==> src/rtl/edm_pkg.sv <==
// Shared types and constants for the edge-detector memory controller.
package edm_pkg;

    localparam int unsigned ADDR_W = 24;

    localparam logic [1:0] MODE_IDLE  = 2'b00;
    localparam logic [1:0] MODE_FILL  = 2'b01;
    localparam logic [1:0] MODE_WRITE = 2'b10;

    typedef enum logic [2:0] {
        ST_IDLE,
        ST_RD0,
        ST_RD1,
        ST_RD2,
        ST_RDONE,
        ST_WR,
        ST_WDONE
    } edm_state_e;

endpackage

==> src/rtl/edm_addr_gen.sv <==
// Combinational byte-address generation for window-row reads and result writes.
module edm_addr_gen
    import edm_pkg::*;
(
    input  logic [1:0]        row_i,
    input  logic [ADDR_W-1:0] rd_base_i,
    input  logic [ADDR_W-1:0] wr_base_i,
    input  logic [19:0]       rpixnum_i,
    input  logic [19:0]       wpixnum_i,
    input  logic [11:0]       width_i,
    output logic [ADDR_W-1:0] rd_addr_o,
    output logic [ADDR_W-1:0] wr_addr_o
);

    logic [ADDR_W-1:0] row_off;

    // Sums wrap naturally at 2^24; operands are zero-extended.
    always_comb begin
        row_off = '0;
        case (row_i)
            2'd1:    row_off = {12'b0, width_i};
            2'd2:    row_off = {11'b0, width_i, 1'b0};
            default: row_off = '0;
        endcase
        rd_addr_o = rd_base_i + {4'b0, rpixnum_i} + row_off;
        wr_addr_o = wr_base_i + {4'b0, wpixnum_i};
    end

endmodule

==> src/rtl/edm_mem_ctrl.sv <==
// Memory controller: fetches a 3x4 pixel window row by row and writes two result pixels.
module edm_mem_ctrl
    import edm_pkg::*;
(
    input  logic                clk,
    input  logic                n_rst,
    input  logic                fill_buff,
    input  logic [1:0]          ED_mode,
    input  logic [19:0]         ED_rpixnum,
    input  logic [19:0]         ED_wpixnum,
    input  logic [15:0]         ED_wdata,
    input  logic [11:0]         image_width,
    input  logic [ADDR_W-1:0]   rd_base,
    input  logic [ADDR_W-1:0]   wr_base,
    output logic [95:0]         ED_rdata,
    output logic                buff_filled,
    output logic                ED_dfb,
    output logic [ADDR_W-1:0]   mem_addr,
    output logic                mem_ren,
    output logic                mem_wen,
    output logic [15:0]         mem_wdata,
    input  logic [31:0]         mem_rdata,
    input  logic                mem_ready
);

    edm_state_e        state_q;
    logic [95:0]       rdata_q;
    logic              buff_filled_q;
    logic              dfb_q;
    logic [ADDR_W-1:0] addr_q;
    logic              ren_q;
    logic              wen_q;
    logic [15:0]       wdata_q;

    logic [1:0]        row_d;
    logic [ADDR_W-1:0] rd_addr_d;
    logic [ADDR_W-1:0] wr_addr_d;

    // Outputs are registered, so the generator is fed the row about to be entered.
    always_comb begin
        row_d = 2'd0;
        case (state_q)
            ST_RD0:  row_d = 2'd1;
            ST_RD1:  row_d = 2'd2;
            default: row_d = 2'd0;
        endcase
    end

    edm_addr_gen u_addr_gen (
        .row_i     (row_d),
        .rd_base_i (rd_base),
        .wr_base_i (wr_base),
        .rpixnum_i (ED_rpixnum),
        .wpixnum_i (ED_wpixnum),
        .width_i   (image_width),
        .rd_addr_o (rd_addr_d),
        .wr_addr_o (wr_addr_d)
    );

    always_ff @(posedge clk or negedge n_rst) begin
        if (!n_rst) begin
            state_q       <= ST_IDLE;
            rdata_q       <= '0;
            buff_filled_q <= 1'b0;
            dfb_q         <= 1'b0;
            addr_q        <= '0;
            ren_q         <= 1'b0;
            wen_q         <= 1'b0;
            wdata_q       <= '0;
        end else begin
            buff_filled_q <= 1'b0;
            dfb_q         <= 1'b0;
            case (state_q)
                ST_IDLE: begin
                    if (fill_buff) begin
                        state_q <= ST_RD0;
                        ren_q   <= 1'b1;
                        addr_q  <= rd_addr_d;
                    end else if (ED_mode == MODE_WRITE) begin
                        state_q <= ST_WR;
                        wen_q   <= 1'b1;
                        addr_q  <= wr_addr_d;
                        wdata_q <= ED_wdata;
                    end
                end
                ST_RD0: begin
                    if (mem_ready) begin
                        rdata_q[31:0] <= mem_rdata;
                        state_q       <= ST_RD1;
                        addr_q        <= rd_addr_d;
                    end
                end
                ST_RD1: begin
                    if (mem_ready) begin
                        rdata_q[63:32] <= mem_rdata;
                        state_q        <= ST_RD2;
                        addr_q         <= rd_addr_d;
                    end
                end
                ST_RD2: begin
                    if (mem_ready) begin
                        rdata_q[95:64] <= mem_rdata;
                        state_q        <= ST_RDONE;
                        ren_q          <= 1'b0;
                        addr_q         <= '0;
                        buff_filled_q  <= 1'b1;
                    end
                end
                ST_RDONE: state_q <= ST_IDLE;
                ST_WR: begin
                    if (mem_ready) begin
                        state_q <= ST_WDONE;
                        wen_q   <= 1'b0;
                        addr_q  <= '0;
                        wdata_q <= '0;
                        dfb_q   <= 1'b1;
                    end
                end
                ST_WDONE: state_q <= ST_IDLE;
                default:  state_q <= ST_IDLE;
            endcase
        end
    end

    assign ED_rdata    = rdata_q;
    assign buff_filled = buff_filled_q;
    assign ED_dfb      = dfb_q;
    assign mem_addr    = addr_q;
    assign mem_ren     = ren_q;
    assign mem_wen     = wen_q;
    assign mem_wdata   = wdata_q;

endmodule

==> config.mk <==
export PLATFORM = sky130hd
export DESIGN_NAME = edm_mem_ctrl
export DESIGN_NICKNAME = d
export VERILOG_FILES = /design/src/rtl/edm_pkg.sv /design/src/rtl/edm_addr_gen.sv /design/src/rtl/edm_mem_ctrl.sv
export SDC_FILE = /design/constraint.sdc
export NUM_CORES = 1
export LEC_CHECK = 0
export ABC_AREA = 1
export CAP_MARGIN = 20
export CORE_MARGIN = 2
export CORE_UTILIZATION = 48
export DETAILED_ROUTE_END_ITERATION = 16
export GPL_TIMING_DRIVEN = 0
export PLACE_DENSITY = 0.89
export SLEW_MARGIN = 5
export SYNTH_ARGS = -nofsm -noshare
export SYNTH_HDL_FRONTEND = slang
export SYNTH_SLANG_ARGS = --single-unit
==> constraint.sdc <==
create_clock -name clk -period 4.37 [get_ports clk]
set_input_delay 0.874 -clock clk [delete_from_list [all_inputs] [get_ports clk]]
set_output_delay 0.874 -clock clk [all_outputs]
set_load 0.02 [all_outputs]
==> impl_metrics.py, run 1 <==
metrics = {
    "status": {
        "status": "complete, no violations",
    },
    "timing": {
        "rsz0062_at_grt": "no",
        "slew_headroom_pct": 53.52,
        "tightestPinTransition_ns": 0.6972,
        "post-route-min-period_ns": 3.990,
        "drv_slew": 0,
        "finalCritPeriodShare_pct": 91.31,
        "fmax_mhz": 250.6,
        "setup_viol": 0,
        "finClkSkew_ns": 0.007349,
        "finalSetupTns_ns": 0,
        "hold_viol_final": 0,
    },
    "yosys": {
        "ys_seq_area_share_pct": 38.26,
        "syn-cell-area_um2": 9354,
        "ys_seq_elements": 143,
        "netlist_instances": 1317,
        "yosys-top-cells-count": "nand2_1, inv_1, dfrtp_1, o21ai_0, nor2_1",
        "synth_area_leaders": "dfrtp_1, nand2_1, inv_1",
        "syn-num-nets": 1536,
        "synth_ff_type": "dfrtp_1",
        "synth.avg_cell_area_um2": 7.102,
        "synth_edf_count": 0,
        "synth_most_common_cell": "nand2_1",
        "synth_top_area_cell": "dfrtp_1",
        "ys_types": 41,
        "synthArstFlopShare_pct": 100.0,
        "synth_top_area_share_pct": 38.26,
        "ys_warn_count": 0,
    },
    "clocking": {
        "clock_path_buffers": 2,
        "cts_hold_buf": 0,
        "cts_tree": "yes",
        "clk_latency_ns": 0.42,
        "clkSlewWorstSetupHoldPaths_ns": 0.06,
        "clock_sinks": 143,
        "numCtsBuffers": 17,
        "postCtsSetupRepairBufs": 0,
        "cts_resized": 0,
        "cts_root_buf": "clkbuf_16",
        "htree_levels": 4,
    },
    "finish": {
        "fillers": 1576,
        "syn_to_final_growth_pct": 40.98,
        "final_cells": 1908,
        "seq_area_um2": 3578,
        "layout-drive-gt1-share_pct": 4.994,
        "final_core_util_pct": 68.43,
        "multi_input_area_um2": 4798,
        "layout.nets": 1848,
    },
    "worst_setup_path": {
        "crit_top_cell": "nand2_1",
        "crit_chain": "inv_2 > nor2_2 > inv_1 > nor2_1 > ha_1 > clkbuf_1 > nand2_1 > a21oi_1 > fa_1 > ha_1 > nand2_1 > nor2_1 > nand3_1 > nand3_1 > nand2_1 > nand2_1 > nand2_1 > nand3_1 > nand3_1 > a21oi_1",
        "worst-r2r-cell-count": 20,
        "worst-path-max-fanout": 10,
        "crit_path_start_kind": "register",
        "path_delay_family": "simple AND/OR/NAND/NOR gates",
        "crit_slowest_cell": "fa_1",
        "worstReg2RegEnd": "mem_addr[18]$_DFFE_PN0P_",
        "cp.arrival_ns": 4.32,
        "reg2reg_from": "state_q[0]$_DFFE_PN0P_",
        "critical_path_class": "register to register",
        "cp-end-kind": "register",
        "slowest_delay_ns": 0.46,
        "cp_num_buf_inv": 3,
        "worstPathRequired_ns": 4.70,
        "rrSetupSlack_ns": 0.38,
    },
    "routing": {
        "viasPerCell": 5.211,
        "first_pass_iters": 5,
        "drtAntennaViolNets": 0,
        "routed_wl_um": 31190,
        "drt_drc_violations_left": 0,
        "vias": 9943,
        "drt_iter0_drc": 765,
        "wl_per_cell_um": 16.34,
    },
    "job": {
        "cap_violations": 0,
    },
    "grt": {
        "antenna_found_initial": 1,
        "overflow": 0,
        "grt_max_degree": 74,
        "grt_pass1_vias": 9714,
        "grt_first_pass_wirelength_um": 48490,
        "grt_util_all_layers_pct": 30.14,
    },
    "floorplanning": {
        "start_util_pct": 48.54,
        "die_h_um": 143.6,
        "die_w_um": 143.6,
        "ios": 294,
        "dieArea_um2": 20620,
        "rows": 51,
        "core_area_um2": 19270,
    },
    "power_and_ir_drop": {
        "p_leak_nw": 6.583,
        "ir_drop_mv": 0.5479,
        "cellPowerDensity_nw_per_um2": 671.5,
    },
    "place": {
        "dp_hpwl_um": 24620,
        "gp_routability_congestion": 1.015,
        "portBuffers": 292,
        "post-place-cells": 1875,
    },
    "hold_path": {
        "hp-class": "primary input to async pin",
    },
}
state kept, by name, indices dropped and copies added, names as in the netlist:
register	flops
ED_dfb	1
mem_wdata	16
state_q	3
mem_addr	24
mem_wen	1
ED_rdata	96
mem_ren	1
buff_filled	1
metal layers:
metal	GRT usage [%]	routed length [µm]	vias to the layer above
met4	14.71	1504	0
met3	5.631	2677	99
met5	0	0	-
li1	-	-	4761
met1	37.31	12210	4603
met2	50.70	14800	480
metrics by stage:
step	total power, mW	hold slack (ns)	setup WS (ns)	instance area, µm²
global route	9.386	0.5034	0.04246	13190
detailed placement	7.419	0.4721	0.3852	12640
finish	8.856	0.4616	0.3797	13190
CTS	8.833	0.4868	0.4289	13190
global placement	7.262	0.4581	-3.169	12610
floorplan	5.181	0.5644	1.001	9354
where the power goes:
group / leakage, nW / switching (mW) / internal (mW) / total [mW]
sequential: 1.76 / 0.430 / 1.96 / 2.39
combinational: 4.56 / 3.00 / 2.11 / 5.11
clock: 0.261 / 0.570 / 0.786 / 1.36
logic make-up after synthesis:
family                     share of synthesized area (%)
muxes                                             0.1204
xor gates and xnor gates                          0.6554
AOI/OAI and AO/OA                                  10.74
buffers and inverters                              10.45
DFF                                                38.26
and+or+nand+nor                                    29.88
adders and majority gates                          9.898
worst reg2reg max path: cells and delay by family (launching register included):
| kind | cells | cell delay, ns |
|---|---|---|
| flops | 1 | 0.37 |
| simple gates | 12 | 1.53 |
| fa+ha+maj | 3 | 1.11 |
| compound gates | 2 | 0.41 |
| buf+inv | 3 | 0.49 |
worst max-delay path by stage:
stage                                     to  slack [ns]                   start  depth (start not counted)
floorplan           mem_addr[11]$_DFFE_PN0P_        1.00  state_q[0]$_DFFE_PN0P_                         20
finish              mem_addr[18]$_DFFE_PN0P_        0.38  state_q[0]$_DFFE_PN0P_                         20
CTS                 mem_addr[18]$_DFFE_PN0P_        0.43  state_q[0]$_DFFE_PN0P_                         20
detailed placement  mem_addr[19]$_DFFE_PN0P_        0.39          image_width[1]                         19
global placement     mem_addr[7]$_DFFE_PN0P_       -3.17                   n_rst                          1
global route        mem_addr[18]$_DFFE_PN0P_        0.04  state_q[0]$_DFFE_PN0P_                         20
cell usage in the layout, fill, tap and decap left out, drive strengths merged, types with 3 or more instances in the layout:
master         instances
nand4                 10
and2                   4
nand3                 86
buf                   17
nor2                  98
clkdlybuf4s50        291
ha                    50
fa                    15
a21oi                 56
o22ai                  3
o21ai                126
nor3                   7
nand2                431
nand3b                10
dfrtp                143
or2                   18
clkinv                 5
xor2                   6
inv                  212
clkbuf                39
clkinvlp               3
layout make-up:
class,count,share of cell area [%]
clock inverter,12,0.8444
sequential,143,27.13
inverter,209,5.968
antenna,1,0.01898
timing repair buffer,293,22.38
clock buffer,20,3.311
buffer,34,1.442
tap,265,2.514
multi-input combinational,931,36.39
No activity file was read; power rests on OpenSTA's default activity.
==> inputs of run 2 (changes only) <==
--- a/config.mk
+++ b/config.mk
@@ -8,10 +8,10 @@
 export ABC_AREA = 1
 export CAP_MARGIN = 20
 export CORE_MARGIN = 2
-export CORE_UTILIZATION = 48
+export CORE_UTILIZATION = 50
 export DETAILED_ROUTE_END_ITERATION = 16
 export GPL_TIMING_DRIVEN = 0
-export PLACE_DENSITY = 0.89
+export PLACE_DENSITY = 0.92
 export SLEW_MARGIN = 5
 export SYNTH_ARGS = -nofsm -noshare
 export SYNTH_HDL_FRONTEND = slang
==> constraint.sdc (replaced) <==
create_clock -name clk -period 5.15 [get_ports clk]
set_input_delay 1.03 -clock clk [delete_from_list [all_inputs] [get_ports clk]]
set_output_delay 1.03 -clock clk [all_outputs]
set_load 0.02 [all_outputs]
==> run 2 against run 1 <==
Critical path depth stayed put. Sequential power is 15% lower. Sequential cell count stayed put. Final area hardly changed. Sequential share of layout area hardly changed. Global-route usage is 3.0 points higher. Worst hold slack better by 0.025 ns. Critical path type unchanged. Largest cell class unchanged.
==> impl_metrics.py, run 2 (synthesis gave the netlist of run 1 again) <==
metrics = {
    "status": {
        "status": "complete, no violations",
    },
    "timing": {
        "finalCritPeriodShare_pct": 77.62,
        "rsz0062_at_grt": "no",
        "hold_viol_final": 0,
        "drv_slew": 0,
        "slew_headroom_pct": 60.16,
        "tightestPinTransition_ns": 0.5976,
        "finClkSkew_ns": 0.01054,
        "setup_viol": 0,
        "post-route-min-period_ns": 3.998,
        "fmax_mhz": 250.2,
    },
    "finish": {
        "layout.nets": 1848,
        "diodes": 0,
        "final_common_cell": "nand2_1",
        "layout-drive-gt1-share_pct": 5.055,
        "multi_input_area_um2": 4798,
        "fillers": 1466,
        "largest_register_ff_count": 96,
        "syn_to_final_growth_pct": 41.08,
        "final_cell_mix": "nand2_1, clkdlybuf4s50_1, inv_1, dfrtp_1, o21ai_0",
        "final_core_util_pct": 71.26,
        "seq_area_um2": 3578,
        "final_cells": 1876,
    },
    "floorplanning": {
        "dieArea_um2": 19820,
        "die_h_um": 140.8,
        "start_util_pct": 50.51,
        "core_area_um2": 18520,
        "rows": 50,
        "die_w_um": 140.8,
        "ios": 294,
    },
    "routing": {
        "viasPerCell": 5.342,
        "drt_drc_violations_left": 0,
        "drt_iter0_drc": 824,
        "wl_per_cell_um": 17.34,
        "drtAntennaViolNets": 0,
        "routed_wl_um": 32530,
        "first_pass_iters": 6,
        "vias": 10020,
    },
    "power_and_ir_drop": {
        "p_sw_mw": 3.514,
        "seq_power_share_pct": 26.1,
        "sw_frac_of_total_pct": 45.60,
        "clkPwrFrac_pct": 16.5,
        "combPwrFrac_pct": 57.3,
        "cellPowerDensity_nw_per_um2": 584.0,
        "intPower_mw": 4.193,
        "p_leak_nw": 6.611,
        "ir_drop_mv": 0.4577,
    },
    "clocking": {
        "htree_levels": 4,
        "numCtsBuffers": 17,
        "clkSlewWorstSetupHoldPaths_ns": 0.06,
        "postCtsSetupRepairBufs": 0,
        "cts_hold_buf": 0,
        "cts_root_buf": "clkbuf_16",
        "clk_latency_ns": 0.43,
        "cts_resized": 0,
        "cts_tree": "yes",
        "clock_sinks": 143,
        "clock_path_buffers": 2,
    },
    "hold_path": {
        "hp-class": "register to register",
        "worstHoldPathCells": 2,
        "holdPathEnd": "ED_rdata[3]$_DFFE_PN0P_",
        "hold_start": "ED_rdata[3]$_DFFE_PN0P_",
    },
    "worst_setup_path": {
        "crit_top_cell": "nand2_1",
        "path_delay_family": "simple AND/OR/NAND/NOR gates",
        "cp-end-kind": "register",
        "worst-path-max-fanout": 10,
        "cp.arrival_ns": 4.31,
        "slowest_delay_ns": 0.45,
        "crit_slowest_cell": "fa_1",
        "crit_chain": "inv_2 > nor2_2 > inv_1 > nor2_1 > ha_1 > clkbuf_1 > nand2_1 > a21oi_1 > fa_1 > ha_1 > or2_1 > nand3_1 > nand2_1 > nand2_1 > nand2_1 > or2_2 > nand3_1 > nand3_1 > o21ai_1 > inv_2",
        "worstReg2RegEnd": "mem_addr[11]$_DFFE_PN0P_",
        "critical_path_class": "register to register",
        "reg2reg_from": "state_q[0]$_DFFE_PN0P_",
        "worst-r2r-cell-count": 20,
        "cp_num_buf_inv": 4,
        "rrSetupSlack_ns": 1.15,
        "crit_path_start_kind": "register",
        "worstPathRequired_ns": 5.46,
    },
    "grt": {
        "grt_util_all_layers_pct": 33.10,
        "antenna_found_initial": 0,
        "grt_pass1_vias": 10030,
        "grt_max_degree": 79,
        "grt_first_pass_wirelength_um": 51420,
        "overflow": 0,
    },
    "place": {
        "portBuffers": 292,
        "post-place-cells": 1844,
        "dp_hpwl_um": 25390,
        "gp_routability_congestion": 0.9673,
    },
    "job": {
        "cap_violations": 0,
    },
}
-- run 2: final cells by class --
cell class	count	share of cell area, %
flip-flops and latches	143	27.12
well taps	234	2.219
plain buffers	34	1.441
inverters	209	5.964
repair buffers	293	22.37
multi-input cells	931	36.36
clock buffers	20	3.385
clock inverters	12	1.147
-- run 2: how the worst max path moves through the flow --
stage / depth (start not counted) / slack [ns] / startpoint / to
global placement: 1 / -2.59 / n_rst / mem_addr[4]$_DFFE_PN0P_
CTS: 20 / 1.20 / state_q[0]$_DFFE_PN0P_ / mem_addr[11]$_DFFE_PN0P_
finish: 20 / 1.15 / state_q[0]$_DFFE_PN0P_ / mem_addr[11]$_DFFE_PN0P_
floorplan: 20 / 1.78 / state_q[0]$_DFFE_PN0P_ / mem_addr[11]$_DFFE_PN0P_
global route: 21 / 0.82 / state_q[0]$_DFFE_PN0P_ / mem_addr[17]$_DFFE_PN0P_
detailed placement: 17 / 0.99 / image_width[0] / mem_addr[11]$_DFFE_PN0P_
-- run 2: stage by stage --
stage | TNS, ns | hold WS [ns] | total power, mW | setup slack [ns] | cell area [µm²]
6_report | 0 | 0.4862 | 7.707 | 1.152 | 13200
3_5_place_dp | 0 | 0.4723 | 6.346 | 0.9931 | 12600
3_3_place_gp | -369.26 | 0.4599 | 6.206 | -2.594 | 12570
4_1_cts | 0 | 0.4874 | 7.670 | 1.199 | 13200
2_1_floorplan | 0 | 0.5644 | 4.396 | 1.781 | 9354
5_1_grt | 0 | 0.5057 | 8.139 | 0.8184 | 13200
-- run 2: power by group through the flow --
stage / Combinational [mW] / Sequential [mW] / Clock, mW
2_1_floorplan: 1.83 / 2.56 / 0
3_3_place_gp: 4.22 / 1.98 / 0
3_5_place_dp: 4.35 / 1.99 / 0
4_1_cts: 4.40 / 2.00 / 1.27
5_1_grt: 4.75 / 2.06 / 1.33
6_report: 4.42 / 2.02 / 1.27
-- run 2: layer usage --
| metal | track usage [%] | wire [µm] | up-vias |
|---|---|---|---|
| met2 | 56.41 | 15730 | 523 |
| li1 | - | - | 4753 |
| met4 | 14.95 | 1345 | 0 |
| met3 | 6.760 | 2830 | 104 |
| met1 | 40.71 | 12630 | 4642 |
| met5 | 0 | 0 | - |
-- run 2: worst reg2reg max path: stages (launching register included) --
cell	delay (ns)
dfrtp_1	0.38
inv_2	0.09
nor2_2	0.16
inv_1	0.05
nor2_1	0.19
ha_1	0.24
clkbuf_1	0.36
nand2_1	0.11
a21oi_1	0.19
fa_1	0.45
ha_1	0.36
or2_1	0.28
nand3_1	0.15
nand2_1	0.12
nand2_1	0.08
nand2_1	0.08
or2_2	0.28
nand3_1	0.07
nand3_1	0.09
o21ai_1	0.12
inv_2	0.04
==> inputs of run 3 (changes only) <==
--- a/config.mk
+++ b/config.mk
@@ -8,10 +8,10 @@
 export ABC_AREA = 1
 export CAP_MARGIN = 20
 export CORE_MARGIN = 2
-export CORE_UTILIZATION = 50
+export CORE_UTILIZATION = 48
 export DETAILED_ROUTE_END_ITERATION = 16
 export GPL_TIMING_DRIVEN = 0
-export PLACE_DENSITY = 0.92
+export PLACE_DENSITY = 0.89
 export SLEW_MARGIN = 5
 export SYNTH_ARGS = -nofsm -noshare
 export SYNTH_HDL_FRONTEND = slang
==> constraint.sdc (replaced) <==
create_clock -name clk -period 3.7 [get_ports clk]
set_input_delay 0.74 -clock clk [delete_from_list [all_inputs] [get_ports clk]]
set_output_delay 0.74 -clock clk [all_outputs]
set_load 0.02 [all_outputs]
==> run 3 against run 2 <==
Non-clock buffer count up 2. Largest cell class unchanged. Critical path depth down 1. Register-to-register slack worse by 0.96 ns. Combinational power up 42%. Sequential power up 40%. Clock skew down 0.0031 ns. Clock power up 27%.
==> impl_metrics.py, run 3 (synthesis gave the netlist of run 1 again) <==
metrics = {
    "clocking": {
        "numCtsBuffers": 17,
        "cts_hold_buf": 0,
        "clkSlewWorstSetupHoldPaths_ns": 0.06,
        "htree_levels": 4,
        "clock_path_buffers": 2,
        "cts_tree": "yes",
        "clk_latency_ns": 0.42,
        "cts_root_buf": "clkbuf_16",
        "clock_sinks": 143,
    },
    "routing": {
        "first_pass_iters": 8,
        "vias": 10030,
        "routed_wl_um": 31640,
        "drtAntennaViolNets": 0,
        "viasPerCell": 5.250,
        "wl_per_cell_um": 16.57,
        "drt_drc_violations_left": 0,
        "drt_iter0_drc": 647,
    },
    "floorplanning": {
        "start_util_pct": 48.54,
        "die_h_um": 143.6,
        "die_w_um": 143.6,
        "core_area_um2": 19270,
        "ios": 294,
        "dieArea_um2": 20620,
        "rows": 51,
    },
    "finish": {
        "final_cell_mix": "nand2_1, clkdlybuf4s50_1, inv_1, dfrtp_1, o21ai_0",
        "layout.nets": 1850,
        "fillers": 1545,
        "layout-drive-gt1-share_pct": 7.299,
        "multi_input_area_um2": 4952,
        "final_common_cell": "nand2_1",
        "syn_to_final_growth_pct": 43.00,
        "seq_area_um2": 3580,
        "largest_register_ff_count": 96,
    },
    "worst_setup_path": {
        "worst-path-max-fanout": 10,
        "critical_path_class": "register to register",
        "crit_path_start_kind": "register",
        "cp-end-kind": "register",
        "cp.arrival_ns": 3.81,
        "worstPathRequired_ns": 4.00,
    },
    "timing": {
        "finClkSkew_ns": 0.007466,
        "slew_headroom_pct": 53.35,
        "hold_viol_final": 0,
        "post-route-min-period_ns": 3.508,
        "finalCritPeriodShare_pct": 94.81,
        "drv_slew": 0,
        "tightestPinTransition_ns": 0.6997,
        "finalSetupTns_ns": 0,
        "setup_viol": 0,
        "setup_slack_ns": 0.1922,
        "fmax_mhz": 285.1,
    },
    "job": {
        "cap_violations": 0,
    },
    "place": {
        "place_ws_ns": -0.2228,
        "gp_routability_congestion": 1.015,
        "portBuffers": 292,
        "dp_hpwl_um": 24620,
    },
    "grt": {
        "grt_max_degree": 74,
        "met1_usage_pct": 37.27,
        "grt_util_met3_pct": 5.731,
        "grt_first_pass_wirelength_um": 48490,
        "overflow": 0,
        "grt.busiest_layer": "met2",
        "grt_pass1_vias": 9689,
        "grtUsageMet2_pct": 50.90,
        "grt_util_all_layers_pct": 30.16,
        "antenna_found_initial": 1,
    },
    "hold_path": {
        "hp-class": "primary input to async pin",
    },
    "power_and_ir_drop": {
        "power_mw": 10.71,
        "ir_drop_mv": 0.6494,
        "p_leak_nw": 6.597,
        "cellPowerDensity_nw_per_um2": 800.4,
    },
    "status": {
        "status": "complete, no violations",
    },
}
[run 3: cell types whose count changed in the layout (fill, tap and decap cells not counted), moves of 3 or more]
cell / change
a21oi_1: -7
a21oi_2: +7
buf_4: +3
clkinv_2: +3
ha_1: -10
ha_2: +5
ha_4: +5
nand2_1: -8
nand2_2: +8
nor2_1: -4
nor2_4: +3
[run 3: critical path: stages, from the launching register on]
cell,delay (ns)
dfrtp_1,0.42
nor2_4,0.15
inv_1,0.08
nor2_4,0.13
ha_4,0.17
buf_4,0.17
nand2_1,0.08
a21oi_2,0.17
fa_1,0.48
ha_4,0.28
or2_1,0.27
nand3_2,0.11
nand2_1,0.10
nand2_1,0.09
nand2_2,0.08
or2_2,0.28
nand3_1,0.08
nand3_1,0.08
o21ai_1,0.11
inv_2,0.04
[run 3: final cells by class]
type / instances / share of cell area [%]
timing repair buffer: 295 / 22.18
buffer: 34 / 1.562
inverter: 209 / 5.883
sequential: 143 / 26.76
tap: 265 / 2.479
clock buffer: 20 / 3.264
multi-input combinational: 931 / 37.02
clock inverter: 12 / 0.8325
antenna: 1 / 0.01871
[run 3: through the flow]
step	utilization [%]	std cells	area (µm²)	hold WS, ns
global placement	65.43	1874	12610	0.4581
CTS	68.51	1907	13200	0.3556
detailed placement	65.58	1875	12640	0.4721
floorplan	-	1317	9354	0.4444
finish	69.41	1910	13380	0.3272
global route	69.41	1910	13380	0.3797
[run 3: final timing paths]
check | from | end | slack, ns | depth (start not counted)
setup / recovery | state_q[1]$_DFFE_PN0P_ | mem_addr[11]$_DFFE_PN0P_ | 0.19 | 19
hold / removal | n_rst | ED_rdata[51]$_DFFE_PN0P_ | 0.33 | 1
setup reg to reg | state_q[1]$_DFFE_PN0P_ | mem_addr[11]$_DFFE_PN0P_ | 0.19 | 19
hold reg to reg | ED_rdata[92]$_DFFE_PN0P_ | ED_rdata[92]$_DFFE_PN0P_ | 0.48 | 2
max in group asynchronous | n_rst | state_q[2]$_DFFE_PN0P_ | 2.58 | 2
min in group clk | ED_rdata[92]$_DFFE_PN0P_ | ED_rdata[92]$_DFFE_PN0P_ | 0.48 | 2
[run 3: power breakdown]
group | internal (mW) | total [mW] | switching (mW)
Sequential | 2.31 | 2.83 | 0.514
Clock | 0.928 | 1.61 | 0.678
Combinational | 2.62 | 6.27 | 3.65
[run 3: timing repair]
| action | 4_1_cts | 5_1_grt |
|---|---|---|
| gates resized for setup | 9 | 40 |
| setup endpoints to repair | 14 | 15 |
| pin swaps | 0 | 2 |
| buffers inserted | 0 | 2 |
[run 3: metal layers]
layer	wire length [µm]	vias up
li1	-	4763
met1	12260	4656
met2	15080	508
met3	2743	101
met4	1556	0
met5	0	-
==> variant (flow settings as in run 1) <==
Reset style: synchronous (`n_rst`), changed in one clocked block.
--- a/src/rtl/edm_mem_ctrl.sv
+++ b/src/rtl/edm_mem_ctrl.sv
@@ -57,7 +57,7 @@
         .wr_addr_o (wr_addr_d)
     );
 
-    always_ff @(posedge clk or negedge n_rst) begin
+    always_ff @(posedge clk) begin
         if (!n_rst) begin
             state_q       <= ST_IDLE;
             rdata_q       <= '0;
Function: differs if n_rst is asserted again (counterexample within 4 cycles, from zero or initial values and one cycle with n_rst low); with n_rst held inactive, the same outputs for 4 cycles.
==> variant against run 1 <==
- worst setup slack worse by 0.034 ns
- total power down 27%
- sequential power down 27%
- final area down 2.7%
- combinational power down 38%
- sequential cell count unchanged
- area after synthesis down 3.6%
- count of clock-buffer cells in the layout down 1
- wire length up 7.8%
- worst hold slack worse by 0.0028 ns
- highest routed layer unchanged
==> variant: results (changes against run 1) <==
- The flow ran to the end, and the final reports show no timing, DRC or antenna violations.
- The instance area at placement was 12,200 sq um (-3.3%).
- The global-route wire length before repair was 52.5 mm (+8.3%).
- The via count of the first global-routing pass is 10,300 (+5.5%).
- The initial antenna violation count is 0 (-1).
- The arrival time of the worst setup path is 4.35 ns (+0.03 ns).
- The setup skew after layout is 0.00608 ns (-0.00126 ns).
- The overall via count from detail_route is 10,600 (+6.6%).
- The number of distinct library cell variants in the gate-level netlist after synthesis was 38 (-7.3%).
- The post-DP HPWL came to 25.9 mm (+5.2%).
- The number of detailed-routing iterations run before antenna repair came to 5 (unchanged).
- The transition time of the tightest slew-check pin is 0.646 ns (-0.0513 ns).
- Sorting the synthesized cells by area gives the leading types as dfxtp_1, nand2_1, nor2_1.
- The leakage power is 5.91 nW (-10%).
- The per-cell routed wire length came to 17.1 microns (+4.3%).
- The synthesized netlist cell count came to 1,416 (+7.5%).
- The wire length after detailed routing is 33.6 mm (+7.8%).
- Ranked by instance count, the synthesized netlist is headed by nand2_1, nor2_1, inv_1.
- In the synthesized netlist the dominant register cell turns out to be dfxtp_1.
- The classification of the worst-slack hold path is reg2reg.
- The total global routing track utilization is 33.2% (+3.1 points).
- The post-synthesis net count came to 1,635 (+6.4%).
- The number of inserted diodes was 0 (-1).
- The net total in the final layout is 1,944 (+5.2%).
- The peak supply drop was 0.000371 V (-32%).
- The share of cells above drive strength 1 is 4.32% (-0.68 points).
- The post-synthesis async set-or-reset flop share came to 0% (-100 points).
- The largest net degree at the start of global routing is 17 (-77%).
- The total of hold buffers inserted after clock tree synthesis is 0 (unchanged).
- The final weighted congestion of routability-driven global placement is 0.983 (-3.1%).
- The DRC marker count from the first detailed-route iteration is 880 (+15%).
- The share of synthesized area occupied by flip-flops and latches is 31.8% (-6.5 points).
- The port buffer count is 291 (-0.34%).
- The synthesis warning total is 0 (unchanged).
==> variant: cell types whose count changed after synthesis, moves of 6 or more <==
cell and delta:
dfrtp_1 -143, dfxtp_1 +143, nor2_1 +132, a21oi_1 +43, nand2_1 -40, inv_1 -33, o21ai_0 -27, nand3_1 +24
clkbuf_1 +12, o21ai_1 -7, or2_1 -6
==> variant: area by class of cell <==
class,count,area [sq um]
Fill cell,1544,5750
Multi-Input combinational cell,1052,5280
Timing Repair Buffer,291,2910
Sequential cell,143,2860
Inverter,172,648
Clock buffer,19,453
Tap cell,234,293
Buffer,48,226
Clock inverter,12,158
==> variant: final timing paths <==
check / slack (ns) / start / depth (start not counted) / end
worst max register to register: 0.35 / state_q[1] / 20 / mem_addr[11]
worst min register to register: 0.46 / mem_wdata[10] / 2 / mem_wdata[10]
worst max-delay path: 0.35 / state_q[1] / 20 / mem_addr[11]
worst min-delay path: 0.46 / mem_wdata[10] / 2 / mem_wdata[10]
==> variant: logic make-up (layout without fill, tap and decap cells) <==
group / Yosys count / after routing / share of synthesized area (%)
AO/OA/AOI/OAI: 205 / 205 / 12.0
AND/OR/NAND/NOR: 776 / 776 / 35.6
buffers and inverters: 221 / 542 / 9.74
XOR/XNOR: 6 / 6 / 0.583
flip-flops: 143 / 143 / 31.8
adder cells (fa/ha/maj): 65 / 65 / 10.3
==> variant: through the flow <==
| stage | util, % | worst slack, ns | hold slack, ns |
|---|---|---|---|
| floorplan | - | 0.984 | 0.494 |
| global placement | 65.8 | 0.437 | 0.447 |
| detailed placement | 65.8 | 0.325 | 0.454 |
| CTS | 69.1 | 0.302 | 0.463 |
| global route | 69.0 | 0.0379 | 0.475 |
| finish | 69.0 | 0.345 | 0.459 |
==> variant: worst reg2reg max path, cell delays in order (launching register included) <==
cell	delay [ns]
dfxtp_1	0.35
inv_1	0.08
nor2_1	0.13
inv_2	0.09
nor2_1	0.15
ha_1	0.26
clkbuf_1	0.38
nand2_1	0.10
a21oi_1	0.17
fa_1	0.46
ha_1	0.37
or2_2	0.34
nand3_1	0.13
nand2_1	0.16
nand2_1	0.09
nand2_1	0.09
or2_2	0.28
nand3_1	0.12
nand3_1	0.09
nand2_1	0.06
inv_1	0.03
==> variant: power by group <==
part	internal [mW]	switching (mW)
logic	1.23	1.92
registers	1.57	0.164
clock network	0.929	0.601
total	3.74	2.69
==> variant: layer usage <==
layer	GRT usage, %	up-vias	wire, microns
met5	0	-	0
met4	13.7	0	1280
met3	7.95	95	2900
met2	57.4	486	16000
met1	39.6	4902	13400
li1	-	5121	-
